### src/rtl/sample_readout_if.sv
// Bus bundle for the readout block: sample-memory read port plus byte stream to the UART TX path.
// The master side is the readout engine, the slave side is the memory manager together with the transmitter.
interface sample_readout_if #(
    parameter int WIDTH = 32
);
    logic             mem_read;
    logic [WIDTH-1:0] mem_data;
    logic [7:0]       tx_data;
    logic             tx_valid;
    logic             tx_ready;

    modport master (
        output mem_read,
        output tx_data,
        output tx_valid,
        input  mem_data,
        input  tx_ready
    );

    modport slave (
        input  mem_read,
        input  tx_data,
        input  tx_valid,
        output mem_data,
        output tx_ready
    );
endinterface

### src/rtl/sample_readout.sv
// Pulls captured samples out of sample RAM one strobe at a time.
// Each sample is split into bytes, disabled channel groups are dropped, and the remaining bytes are streamed to the UART.
//
// state | meaning
// IDLE  | waiting for start_i; busy_o low
// FETCH | mem read strobe asserted for this single cycle
// WAIT  | counting down the memory latency; captures the sample on terminal count
// SEND  | walking the bytes LSB first; valid held until ready, masked bytes skipped in one cycle
// NEXT  | decrement the remaining count; fetch again or finish
// FIN   | done_o pulse; start_i ignored
module sample_readout #(
    parameter int WIDTH   = 32,
    parameter int CNT_W   = 16,
    parameter int MEM_LAT = 1
) (
    input  logic               clk_i,
    input  logic               rst_i,
    input  logic               start_i,
    input  logic [CNT_W-1:0]   read_cnt_i,
    input  logic [WIDTH/8-1:0] grp_dis_i,
    sample_readout_if.master   bus,
    output logic               busy_o,
    output logic               done_o
);
    localparam int NB    = WIDTH / 8;
    localparam int IDX_W = (NB > 1) ? $clog2(NB) : 1;

    localparam logic [IDX_W-1:0] LAST_IDX = IDX_W'(NB - 1);
    localparam logic [2:0]       LAT_INIT = 3'(MEM_LAT - 1);

    typedef enum logic [2:0] {
        IDLE,
        FETCH,
        WAIT,
        SEND,
        NEXT,
        FIN
    } state_t;

    state_t           state;
    logic [CNT_W-1:0] remaining;
    logic [NB-1:0]    mask;
    logic [WIDTH-1:0] sample;
    logic [IDX_W-1:0] byte_idx;
    logic [IDX_W-1:0] nxt_idx;
    logic [2:0]       lat_cnt;

    assign nxt_idx = byte_idx + IDX_W'(1);

    function automatic logic [7:0] byte_sel(input logic [WIDTH-1:0] s, input logic [IDX_W-1:0] idx);
        logic [7:0] b;
        b = '0;
        for (int k = 0; k < NB; k++) begin
            if (idx == IDX_W'(k)) b = s[8*k +: 8];
        end
        return b;
    endfunction

    always_ff @(posedge clk_i) begin
        if (rst_i) begin
            state        <= IDLE;
            remaining    <= '0;
            mask         <= '0;
            sample       <= '0;
            byte_idx     <= '0;
            lat_cnt      <= '0;
            bus.mem_read <= 1'b0;
            bus.tx_data  <= '0;
            bus.tx_valid <= 1'b0;
            busy_o       <= 1'b0;
            done_o       <= 1'b0;
        end else begin
            bus.mem_read <= 1'b0;
            done_o       <= 1'b0;
            unique case (state)
                IDLE: begin
                    if (start_i) begin
                        remaining <= read_cnt_i;
                        mask      <= grp_dis_i;
                        busy_o    <= 1'b1;
                        if (read_cnt_i == '0) begin
                            state  <= FIN;
                            done_o <= 1'b1;
                        end else begin
                            state        <= FETCH;
                            bus.mem_read <= 1'b1;
                        end
                    end
                end
                FETCH: begin
                    lat_cnt <= LAT_INIT;
                    state   <= WAIT;
                end
                WAIT: begin
                    if (lat_cnt == '0) begin
                        // Present byte 0 straight away so an enabled first byte costs no extra cycle.
                        sample       <= bus.mem_data;
                        byte_idx     <= '0;
                        bus.tx_data  <= bus.mem_data[7:0];
                        bus.tx_valid <= ~mask[0];
                        state        <= SEND;
                    end else begin
                        lat_cnt <= lat_cnt - 3'd1;
                    end
                end
                SEND: begin
                    // With valid low here the current byte is a masked one being skipped.
                    if (!bus.tx_valid || bus.tx_ready) begin
                        if (byte_idx == LAST_IDX) begin
                            bus.tx_valid <= 1'b0;
                            state        <= NEXT;
                        end else begin
                            byte_idx     <= nxt_idx;
                            bus.tx_data  <= byte_sel(sample, nxt_idx);
                            bus.tx_valid <= ~mask[nxt_idx];
                        end
                    end
                end
                NEXT: begin
                    remaining <= remaining - CNT_W'(1);
                    if (remaining == CNT_W'(1)) begin
                        state  <= FIN;
                        done_o <= 1'b1;
                    end else begin
                        state        <= FETCH;
                        bus.mem_read <= 1'b1;
                    end
                end
                FIN: begin
                    state  <= IDLE;
                    busy_o <= 1'b0;
                end
                default: begin
                    state  <= IDLE;
                    busy_o <= 1'b0;
                end
            endcase
        end
    end
endmodule
### src/flat_wrapper.sv
// flat-port wrapper written by rule: the top's interface ports become plain ports
module sample_readout_flat 
#(
    parameter int WIDTH   = 32,
    parameter int CNT_W   = 16,
    parameter int MEM_LAT = 1
)
  (clk_i, rst_i, start_i, read_cnt_i, grp_dis_i, busy_o, done_o, bus_mem_read, bus_tx_data, bus_tx_valid, bus_mem_data, bus_tx_ready);
  sample_readout_if #(.WIDTH(WIDTH)) bus_i ();
  input  logic clk_i;
  input  logic rst_i;
  input  logic start_i;
  input  logic [CNT_W-1:0] read_cnt_i;
  input  logic [WIDTH/8-1:0] grp_dis_i;
  output logic busy_o;
  output logic done_o;
  output wire logic [$bits(bus_i.mem_read)-1:0] bus_mem_read;
  output wire logic [$bits(bus_i.tx_data)-1:0] bus_tx_data;
  output wire logic [$bits(bus_i.tx_valid)-1:0] bus_tx_valid;
  input wire logic [$bits(bus_i.mem_data)-1:0] bus_mem_data;
  input wire logic [$bits(bus_i.tx_ready)-1:0] bus_tx_ready;
  assign bus_mem_read = bus_i.mem_read;
  assign bus_tx_data = bus_i.tx_data;
  assign bus_tx_valid = bus_i.tx_valid;
  assign bus_i.mem_data = bus_mem_data;
  assign bus_i.tx_ready = bus_tx_ready;
  sample_readout #(.WIDTH(WIDTH), .CNT_W(CNT_W), .MEM_LAT(MEM_LAT)) u_core (.clk_i(clk_i), .rst_i(rst_i), .start_i(start_i), .read_cnt_i(read_cnt_i), .grp_dis_i(grp_dis_i), .bus(bus_i), .busy_o(busy_o), .done_o(done_o));
endmodule
### config.mk
export PLATFORM = sky130hd
export DESIGN_NAME = sample_readout_flat
export DESIGN_NICKNAME = d
export VERILOG_FILES = /design/src/rtl/sample_readout_if.sv /design/src/rtl/sample_readout.sv /design/src/flat_wrapper.sv
export SDC_FILE = /design/constraint.sdc
export NUM_CORES = 1
export LEC_CHECK = 0
export CORE_MARGIN = 2
export CORE_UTILIZATION = 63
export CTS_BUF_LIST = sky130_fd_sc_hd__clkbuf_8 sky130_fd_sc_hd__clkbuf_16
export DETAILED_ROUTE_END_ITERATION = 7
export DONT_BUFFER_PORTS = 1
export PLACE_DENSITY = 0.79
export SYNTH_ARGS = -nofsm -noshare
export SYNTH_HDL_FRONTEND = slang
export SYNTH_SLANG_ARGS = --single-unit
### constraint.sdc
create_clock -name clk_i -period 2.3 [get_ports clk_i]
set_clock_uncertainty 0.05 [all_clocks]
set_input_delay 0.115 -clock clk_i [delete_from_list [all_inputs] [get_ports clk_i]]
set_output_delay 0.115 -clock clk_i [all_outputs]
set_load 0.01 [all_outputs]
Word-level counts from Yosys, hierarchy flattened
Cells that the tools add are included.

Equal/unequal tests: 15. Bitwise gates (word level): 3. Order comparisons: 1. Multiplexer cells: 39. Add/sub/neg operators: 3. Reduce and logical (&&, ||, !) cells: 18.

Operators by type and width (count): $mux W8 (7); $pmux W16 S2 (1); $mux W3 (7); $eq A16 B1 Y1 const B (1); $logic_not A16 Y1 (1); $mux W16 (1); $pmux W8 S2 (1); $sub A16 B1 Y16 const B (1); $pmux W3 S5 (1); $mux W1 (11); $reduce_and A2 Y1 (5); $pmux W1 S2 (4); $reduce_and A4 Y1 (2); $eq A2 B2 Y1 const B (3); $eq A3 B2 Y1 const B (2); $logic_not A3 Y1 (2); $mux W2 (3); $ne A2 B1 Y1 const B (3); $ne A2 B2 Y1 const B (3); $pmux W3 S2 (1); $reduce_bool A2 Y1 (3); $pmux W2 S2 (1); $reduce_or A4 Y1 (1); $eq A3 B1 Y1 const B (1); 11 further kinds (13).

Output and inout bits: 12. Register bits: 72. Bits of input ports: 56. Logic and storage cells: 90.

Longest topological paths before layout
Depth in word-level cells: 9. Mapped depth: 9. Depth with buffers taken out: 7.

Worst setup path after synthesis
Ideal clock, no wire load.

Path type: register to register. Start: register u_core.byte_idx[0]. End: register u_core.bus.tx_data[2]. Arrival: 1733 ps. Cell stages (with the launch flop): 8. Buffers on the path: 1. Slack: 447 ps. Setup time: 70 ps. Data required time: 2180 ps. Clock period less this slack: 1853 ps. Cell sequence: dfxtp_1 inv_1 ha_1 buf_2 nand3b_1 a221o_1 a311o_1 a21oi_1.

Longest elaborated chain between the ends: 9. Elaborated cells between the ends (all ways): 15. Classes of those cells: add/sub: 1; eq/ne: 5; mux: 7; reduce/logical: 2.

Ends and longest elaborated chain: start: declaration (RTL line sample_readout.sv:44) `logic [IDX_W-1:0] byte_idx;`; start signal: assignment (RTL line sample_readout.sv:113) `byte_idx <= nxt_idx;`; $add A2 B1 Y2 (RTL line sample_readout.sv:48) `assign nxt_idx = byte_idx + IDX_W'(1);`; $logic_not A2 Y1 (RTL line sample_readout.sv:54) `if (idx == IDX_W'(k)) b = s[8*k +: 8];`; $mux W8 (4 in a row) (RTL line sample_readout.sv:54); $mux W8 (RTL line sample_readout.sv:109) `if (byte_idx == LAST_IDX) begin`; $mux W8 (RTL line sample_readout.sv:108) `if (!bus.tx_valid || bus.tx_ready) begin`; $pmux W8 S2 (RTL line sample_readout.sv:75) `unique case (state)`; end signal: assignment (RTL line sample_readout.sv:99) `bus.tx_data <= bus.mem_data[7:0];`; end signal: assignment (RTL line sample_readout.sv:114) `bus.tx_data <= byte_sel(sample, nxt_idx);`; end: declaration (RTL line sample_readout_if.sv:14) `output tx_data,`.

Parallel ways exist; a longest one is shown, timed or not. The select of a mux whose other input is x is not followed. A chain may end at the register's enable or synchronous reset.

Worst setup path in the final report
Start: register u_core.byte_idx[0]. End: register u_core.bus.tx_data[1].

The elaborated chain is that of the path after synthesis.

==> impl_metrics.yaml <==
cts:
  cts_resized: 0
  cts_buffers: 9
  ctsRootBufferMaster: "clkbuf_8"
  cts_tree: "built"
  clock-sinks: 72
  htreeDepth: 3
  cts_buffer_depth: 2
  insertion_delay_ps: 350
  cts.clk_slew.worst_paths_ps: 80
place:
  placed_area_sq_mm: 0.003602
  io_buffer_count: 0
  place_congestion: 0.8662
  dp_hpwl_um: 5812
critical_path:
  critPathRequiredTime_ps: 2520
  r2r_slack_ps: 220
  path_buf_inv: 1
  crit_fanout: 16
  critPathMaxStageDelay_ps: 480
  critPathCaptureType: "register"
  worst_setup_path_start_kind: "register"
  crit_type: "register to register"
  crit_chain: "inv_1 > ha_1 > nand3b_1 > a221o_1 > a311o_1 > a21oi_1"
  cp_data_arrival_time_ps: 2310
  crit_family: "compound AO/OA/AOI/OAI gates"
  slowest_stage: "dfxtp_1"
drt:
  dr_wl_met2_um: 4235
  wl_met1_um: 4191
  avgViaCountPerCell: 6.131
  drt_iter0_drc: 327
  met3_length_um: 774
  totalWireLength_um: 9416
  top_layer: "met4"
  ant_nets: 0
  dr.pass1.iters: 5
  dr_total_vias: 3513
  route.detailed.drc: 0
  wl_per_cell_um: 16.43
yosys:
  ys.flop_type: "dfxtp_1"
  postSynthCellCount: 454
  yosys_warnings: 0
  synth.distinct_cells: 56
  syn_area_sq_mm: 0.003560
  synth.net_count: 519
  synthArstFlopShare_pct: 0
  synth.area.top_cells: "dfxtp_1 40%, nand2_1 11%, a21oi_1 9.4%"
  yosys.area.top_type_share_pct: 40.49
  synth_top_cell_by_area: "dfxtp_1"
  synth_edf_count: 0
  avgSynthCellArea_sq_um: 7.841
  ys_ff_latch: 72
  yosysSeqAreaShare_pct: 40.49
global_routing:
  grt_use_total_pct: 30.61
  grt_max_degree: 73
  grt_first_pass_wirelength_um: 15120
  grt_overflow: 0
  grt_antenna_before_repair: 0
  grt_pass1_vias: 3140
layout:
  regArea_sq_mm: 0.001441
  area_growth_pct: 21.44
  diodes: 0
  fillers: 403
  design_area_sq_mm: 0.004323
  multi_input_area_sq_mm: 0.001928
  nets: 561
  drive_above_1_share_pct: 7.784
die:
  fp.dieW_um: 79.17
  ios: 68
  die_area_sq_mm: 0.006268
  die_h_um: 79.17
  start_util_pct: 65.04
  core_sq_mm: 0.005473
  rows: 27
sta:
  worst_pin_slew_ps: 676.5
  fin_tns_setup_ps: 0
  finalCritPeriodShare_pct: 90.48
  slew_viol_final: 0
  hold_viol_final: 0
  finalCriticalPeriod_ps: 2081
  grt_setup_unrepaired: "false"
  final-setup-viol-count: 0
  maxSlewHeadroom_pct: 54.84
  fmax_mhz: 480.5
power_and_ir_drop:
  power_density_mw_per_mm2: 673.9
  ir_worst_vdd_v: 0.0005432
  p_leak_nw: 1.487
status:
  status: "completed"
worst_hold_path:
  hp-class: "input pin to register"
flow_run:
  drv_cap: 0
==> metal layers <==
metal / global-route usage, % / vias up
li1: - / 1696
met1: 42.17 / 1617
met2: 46.44 / 170
met3: 6.932 / 30
met4: 12.41 / 0
met5: 0 / -
==> flip-flops by register name (all words and copies together) (netlist names) <==
register and flops:
u_core.bus.tx_valid 1, u_core.lat_cnt 3, u_core.remaining 16, u_core.done_o 1, u_core.byte_idx 2, u_core.bus.mem_read 1
u_core.mask 4, u_core.sample 32, u_core.state 3, u_core.busy_o 1, u_core.bus.tx_data 8
==> kinds of logic after synthesis <==
kind of cell | Yosys count | share of synthesized area [%]
AO/OA/AOI/OAI | 122 | 22.43
adder cells (fa/ha/maj) | 9 | 3.164
buffers and inverters | 49 | 5.588
flip-flops | 72 | 40.49
multiplexers | 2 | 0.9490
AND/OR/NAND/NOR | 200 | 27.38
==> path summary, 6_finish.rpt <==
| path | start | endpoint | depth (start not counted) |
|---|---|---|---|
| max | u_core.byte_idx[0] | u_core.bus.tx_data[1] | 6 |
| min | bus_mem_data[0] | u_core.bus.tx_data[0] | 3 |
| max reg2reg | u_core.byte_idx[0] | u_core.bus.tx_data[1] | 6 |
| min reg2reg | u_core.mask[2] | u_core.mask[2] | 2 |
==> layout by cell type (no fill, tap or decap), types with 5 or more instances in the layout <==
cell type / count
inv_1: 17
o211ai_1: 5
nand3b_1: 10
nor4_1: 7
nand2_1: 108
nor2_1: 28
a311o_1: 8
dfxtp_1: 72
a21oi_1: 67
ha_1: 9
a31oi_1: 7
dlygate4sd3_1: 52
clkbuf_8: 9
nand3_1: 8
buf_4: 11
a221o_1: 8
==> layout make-up <==
type / count / area share (%)
clock inverter: 7 / 1.129
clock buffer: 9 / 2.865
multi-input combinational: 333 / 44.60
inverter: 16 / 1.389
timing repair buffer: 64 / 14.59
tap: 72 / 2.084
sequential: 72 / 33.34
==> stage by stage <==
| stage | util [%] | hold WS, ps | cells | setup slack (ps) | total power [mW] |
|---|---|---|---|---|---|
| floorplan | - | 201.0 | 454 | 446.5 | 1.834 |
| detailed placement | 65.82 | 142.1 | 504 | 254.8 | 1.930 |
| global route | 78.99 | 19.27 | 573 | 76.41 | 3.052 |
| CTS | 78.99 | 0.9966 | 573 | 235.0 | 2.897 |
| finish | 78.99 | 6.502 | 573 | 219.0 | 2.913 |
| global placement | 65.82 | 140.1 | 504 | 394.4 | 1.913 |
==> synthesized netlist by cell type (all sizes together) (4+ instances only) <==
library cell and count:
a21oi 67, a221o 8, a22oi 4, a311o 8, a31oi 7, buf 15, clkbuf 18, dfxtp 72
ha 9, inv 16, nand2 108, nand2b 4, nand3 9, nand3b 10, nand4 4, nor2 28
nor3 5, nor4 9, o211ai 5, or3 4
==> power breakdown <==
group / switching [mW] / internal, mW
Clock: 0.505 / 0.391
Sequential: 0.110 / 1.34
Combinational: 0.306 / 0.257
==> worst min-delay path: stages <==
cell and delay, ps:
nor2_1 80, a311o_1 110, a21oi_1 50
==> repair_timing <==
item	CTS	global route
hold buffers	53	0
endpoints found under the hold margin	72	0
buffers inserted	0	0
No activity file was read; power rests on OpenSTA's default activity.
